`src/rtl/mealy_seq_det.sv`:
```
`default_nettype none
// ============================================================================
// Module      : mealy_seq_det
// Description : Parametrised Mealy serial pattern detector. One qualified bit
//               per clock is matched against PATTERN with a KMP automaton
//               whose transition table is built at elaboration time. The match
//               output is combinational (zero latency) and a saturating
//               counter tallies matches.
// Revision    : 1.0 - initial parametrised release (replaces fixed 2-bit FSM)
// ----------------------------------------------------------------------------
// Ports
//   clk        in   1      rising-edge clock
//   rst        in   1      asynchronous active-high reset
//   xe         in   1      serial data bit
//   xe_vld     in   1      qualifies xe; low = hold state/counter, ye = 0
//   clr        in   1      synchronous clear of state and counter
//   ye         out  1      Mealy match, same cycle as the final pattern bit
//   cur        out  SW     current state (matched-prefix length)
//   nxt        out  SW     combinational next state
//   match_cnt  out  CNT_W  saturating match count since reset/clr
//   cnt_sat    out  1      high while match_cnt is all ones
// ============================================================================
module mealy_seq_det #(
    parameter int             LEN     = 4,
    parameter logic [LEN-1:0] PATTERN = 4'b1011,
    parameter bit             OVERLAP = 1'b1,
    parameter int             CNT_W   = 8,
    localparam int            SW      = (LEN < 2) ? 1 : $clog2(LEN)
) (
    input  logic             clk,
    input  logic             rst,
    input  logic             xe,
    input  logic             xe_vld,
    input  logic             clr,
    output logic             ye,
    output logic [SW-1:0]    cur,
    output logic [SW-1:0]    nxt,
    output logic [CNT_W-1:0] match_cnt,
    output logic             cnt_sat
);

    // Number of encodable states; entries at or above LEN are unused.
    localparam int NS = 2 ** SW;

    // ------------------------------------------------------------------
    // Elaboration-time helpers
    // ------------------------------------------------------------------
    // Pattern bit i counted from the first bit received (i = 0 is MSB).
    function automatic logic pbit(input int i);
        logic [LEN-1:0] t;
        t = PATTERN >> (LEN - 1 - i);
        return t[0];
    endfunction

    // KMP transition: the string is the first k pattern bits followed by b.
    // Returns the longest j <= k+1 such that this string ends with the first
    // j pattern bits. A return of LEN (full match) is never looked up, since
    // the match path overrides the table.
    function automatic int kmp_next(input int k, input logic b);
        int   best;
        int   idx;
        logic ok;
        logic sb;
        best = 0;
        for (int j = 1; j <= LEN; j++) begin
            if (j <= k + 1) begin
                ok = 1'b1;
                for (int i = 0; i < LEN; i++) begin
                    if (i < j) begin
                        idx = k + 1 - j + i;
                        sb  = (idx == k) ? b : pbit(idx);
                        if (sb != pbit(i)) begin
                            ok = 1'b0;
                        end
                    end
                end
                if (ok) begin
                    best = j;
                end
            end
        end
        return best;
    endfunction

    // Longest proper prefix of PATTERN that is also a suffix.
    function automatic int border();
        int   best;
        logic ok;
        best = 0;
        for (int j = 1; j < LEN; j++) begin
            ok = 1'b1;
            for (int i = 0; i < LEN; i++) begin
                if (i < j) begin
                    if (pbit(LEN - j + i) != pbit(i)) begin
                        ok = 1'b0;
                    end
                end
            end
            if (ok) begin
                best = j;
            end
        end
        return best;
    endfunction

    localparam logic [SW-1:0] c_last   = SW'(LEN - 1);
    localparam logic [SW-1:0] c_resume = OVERLAP ? SW'(border()) : '0;

    // ------------------------------------------------------------------
    // Parameter legality
    // ------------------------------------------------------------------
    if (LEN < 2 || LEN > 16) begin : g_len_check
        $error("mealy_seq_det: LEN=%0d outside legal range 2..16", LEN);
    end

    // ------------------------------------------------------------------
    // Constant transition table, one entry per encodable state
    // ------------------------------------------------------------------
    logic [SW-1:0] w_tab0  [NS];
    logic [SW-1:0] w_tab1  [NS];
    logic          w_valid [NS];

    for (genvar k = 0; k < NS; k++) begin : g_kmp
        if (k < LEN) begin : g_used
            localparam int c_n0 = kmp_next(k, 1'b0);
            localparam int c_n1 = kmp_next(k, 1'b1);
            assign w_tab0[k]  = SW'(c_n0);
            assign w_tab1[k]  = SW'(c_n1);
            assign w_valid[k] = 1'b1;
        end else begin : g_unused
            assign w_tab0[k]  = '0;
            assign w_tab1[k]  = '0;
            assign w_valid[k] = 1'b0;
        end
    end

    // ------------------------------------------------------------------
    // State and counter registers
    // ------------------------------------------------------------------
    logic [SW-1:0]    cur_q;
    logic [SW-1:0]    cur_d;
    logic [CNT_W-1:0] cnt_q;
    logic [CNT_W-1:0] cnt_d;
    logic             w_match;
    logic [SW-1:0]    w_nxt;

    always_ff @(posedge clk or posedge rst) begin
        if (rst) begin
            cur_q <= '0;
            cnt_q <= '0;
        end else begin
            cur_q <= cur_d;
            cnt_q <= cnt_d;
        end
    end

    // ------------------------------------------------------------------
    // Next-state and output logic
    // ------------------------------------------------------------------
    always_comb begin
        w_match = 1'b0;
        w_nxt   = cur_q;
        cur_d   = cur_q;
        cnt_d   = cnt_q;

        // rst gates ye directly so it drops before the register clears.
        w_match = xe_vld & ~rst & (cur_q == c_last) & (xe == PATTERN[0]);

        if (rst) begin
            w_nxt = '0;
        end else if (!w_valid[cur_q]) begin
            // Unreachable encodings recover to the idle state.
            w_nxt = '0;
        end else if (xe_vld) begin
            if (w_match) begin
                w_nxt = c_resume;
            end else begin
                w_nxt = xe ? w_tab1[cur_q] : w_tab0[cur_q];
            end
        end

        // clr wins over a simultaneous match: the pulse on ye still shows,
        // but the match is not counted.
        if (clr) begin
            cur_d = '0;
            cnt_d = '0;
        end else begin
            cur_d = w_nxt;
            if (w_match && (cnt_q != '1)) begin
                cnt_d = cnt_q + CNT_W'(1);
            end
        end
    end

    assign ye        = w_match;
    assign cur       = cur_q;
    assign nxt       = w_nxt;
    assign match_cnt = cnt_q;
    assign cnt_sat   = (cnt_q == '1);

endmodule
`default_nettype wire

```
`config.mk`:
```
export PLATFORM = sky130hd
export DESIGN_NAME = mealy_seq_det
export DESIGN_NICKNAME = d
export VERILOG_FILES = /design/src/rtl/mealy_seq_det.sv
export SDC_FILE = /design/constraint.sdc
export NUM_CORES = 1
export LEC_CHECK = 0
export CAP_MARGIN = 0
export CORE_UTILIZATION = 30
export DETAILED_ROUTE_END_ITERATION = 10
export PLACE_DENSITY_LB_ADDON = 0.2
export SYNTH_ARGS = -nofsm -noshare
export SYNTH_HDL_FRONTEND = slang
export SYNTH_SLANG_ARGS = --single-unit
```
`constraint.sdc`:
```
create_clock -name clk -period 1.5 [get_ports clk]
set_input_delay 0.225 -clock clk [delete_from_list [all_inputs] [get_ports clk]]
set_output_delay 0.225 -clock clk [all_outputs]
set_load 0.01 [all_outputs]
```
==> impl_metrics.yaml <==
floorplan:
  rows: 14
  die_y_um: 44.35
  core_area_um2: 1594
  die_w_um: 44.35
  initial_utilization_pct: 33.75
  pin_count: 19
  design.die.area_um2: 1967
worst_setup_path:
  cp_top_family: "flip-flops"
  endpoint_kind: "flip-flop"
  startpoint_type: "flip-flop"
  crit_buf_inv: 2
  path_cells: "ha_4, nand3_2, o211ai_4, buf_6, buf_6, mux2i_1, nor2_1"
  cp_common_cell: "buf_6"
  slowest_delay_ns: 0.40
  critPathKind: "reg -> reg"
  critical_path_arrival_ns: 1.67
  crit_required_ns: 1.63
  cpMaxStageDelayCell: "dfrtp_1"
  crit_fanout: 5
logic_synthesis:
  yosys_warnings: 0
  synth.yosys.seq_area_share_pct: 46.51
  ys_ff_latch: 10
  avgSynthCellArea_um2: 9.439
  syn_nets: 63
  synth_top_area_share_pct: 46.51
  ys_types: 23
  syn_inst: 57
  syn_area_um2: 538.0
  yosysTopAreaCell: "dfrtp_1"
  synthTopCellsByArea: "dfrtp_1 47%, a21oi_1 6.5%, nand3_1 4.7%, mux2i_1 3.7%, o21ai_0 3.7%"
global_route:
  grt_pass1_vias: 595
  grt_max_degree: 11
  globalRouteOverflowTotal: 0
  gr-usage-all-layers_pct: 18.31
  antenna_found_initial: 0
  grt_pass1_wl_mm: 2.525
placed_design:
  placed_area_um2: 883.3
  routabilityCongestion: 0.7628
  pre_cts_slack_ns: -0.4042
  dpl.hpwl_mm: 1.117
  port_buffers: 18
timing:
  final_hold_viol_count: 0
  min_period_ns: 1.532
  setup_ws_ns: -0.03194
  maxSlewHeadroom_pct: 67.51
  finalMaxSlewViolations: 0
  period_share_pct: 102.1
  fmax_mhz: 652.8
  clock_skew_ns: 0.006447
  tightestPinTransition_ns: 0.4858
  setup_viol: 6
  grt_setup_unrepaired: "yes"
drt:
  routed_wl_mm: 1.636
  drc: 0
  drtIter0Drc: 9
  dr_total_vias: 607
  ant_nets: 0
  routedWlPerCell_um: 13.19
  via_per_inst: 4.895
  drtPass1Iterations: 4
status:
  outcome: "complete, but fails checks"
  failed_checks: "negative setup slack"
cts:
  clk_latency_ns: 0.28
  tritoncts: "yes"
  cts_buffer_depth: 2
  hold_buffers: 0
  clk_pin_slew_ns: 0.07
  clock-sinks: 10
  root_buffer: "clkbuf_4"
  numCtsBuffers: 3
  cts.htree.levels: 1
pwr:
  p_leak_uw: 0.0005602
  vdd_drop_max_v: 0.0003968
  power.density_nw_per_um2: 510.9
run:
  maxCapViolCount: 0
final_layout:
  layout-drive-gt1-share_pct: 46.00
  final_common_cell: "buf_4"
  syn2layout_area_growth_pct: 86.51
  stdcell_area_um2: 1003
  final_cell_mix: "22 x buf_4, 10 x dfrtp_1, 8 x dlygate4sd2_1, 5 x dlymetal6s2s_1"
  num_antenna_cells: 0
  nNetsFinal: 108
hold_path:
  min_path_type: "in -> async"
[cell type report]
type                       instances  area, µm²
timing repair buffer              42      350.3
clock buffer                       3      22.52
inverter                           3      11.26
fill                             138      590.6
multi-input combinational         42      339.1
sequential                        10      250.2
tap                               24      30.03
[Yosys cell counts]
cell and count:
a211oi_1 1, a21boi_0 1, a21oi_1 7, a311oi_1 1, and2_2 1, and4b_1 1, buf_6 1, clkbuf_1 1
dfrtp_1 10, ha_1 1, inv_1 3, mux2i_1 2, nand2_1 2, nand3_1 5, nand4_1 1, nor2_1 5
nor3_1 1, o211ai_2 1, o21ai_0 4, o31ai_1 2, or3_1 3, or4_1 2, xor2_1 1
[power breakdown]
group          switching (µW)  internal (µW)
Sequential               1.00            270
Combinational            24.5           23.4
Clock                     100           93.1
[logic make-up (layout without fill, tap and decap cells)]
family,Yosys count,in the layout,synth area share (%)
buffers and inverters,5,48,4.883
multiplexers,2,2,3.721
AO/OA/AOI/OAI,17,17,19.77
flip-flops,10,10,46.51
AND/OR/NAND/NOR,21,21,21.16
XOR/XNOR,1,1,1.628
adder cells (fa/ha/maj),1,1,2.325
[sequential cells by signal, summed over array words and instances, names as in the netlist]
register / count
cur: 2
match_cnt: 8
[what timing repair did]
| action | in CTS | in global routing |
|---|---|---|
| setup endpoints to repair | 14 | 14 |
| gates resized for setup | 31 | 16 |
| pin swaps | 7 | 6 |
| gates cloned | 0 | 0 |
| setup buffers | 2 | 3 |
[stage by stage]
stage | TNS [ns] | cells | util [%] | total power, µW | hold slack (ns)
6_report | -0.1013 | 124 | 62.95 | 512.6 | 0.2197
5_1_grt | -0.3310 | 124 | 62.95 | 524.0 | 0.2758
4_1_cts | -0.03149 | 121 | 57.61 | 508.8 | 0.2444
3_5_place_dp | -3.510 | 116 | 55.42 | 326.1 | 0.6369
3_3_place_gp | -3.222 | 116 | 55.42 | 325.3 | 0.6223
2_1_floorplan | 0 | 57 | - | 290.6 | 0.06518
[path summary, 6_finish.rpt]
check	start	to	slack, ns	depth (start not counted)
min in group clk	rst	cur[0]	0.37	3
max reg2reg	match_cnt[0]	match_cnt[1]	-0.03	7
max in group asynchronous	rst	match_cnt[6]	0.99	3
max	match_cnt[0]	match_cnt[1]	-0.03	7
min	rst	cur[0]	0.22	3
min reg2reg	match_cnt[7]	match_cnt[7]	0.65	2
[tightest hold or removal path, delay by kind of cell]
kind     cells  cell delay, ns
buf+inv      3            0.70
[layer usage]
metal / vias to the layer above / wire [µm] / GRT usage, %
met5: - / 0 / 0
met4: 0 / 25 / 9.091
met3: 3 / 49 / 4.082
met2: 16 / 909 / 32.65
met1: 290 / 652 / 20.31
li1: 298 / - / -
Note: power is estimated with default switching activity, not from simulation.
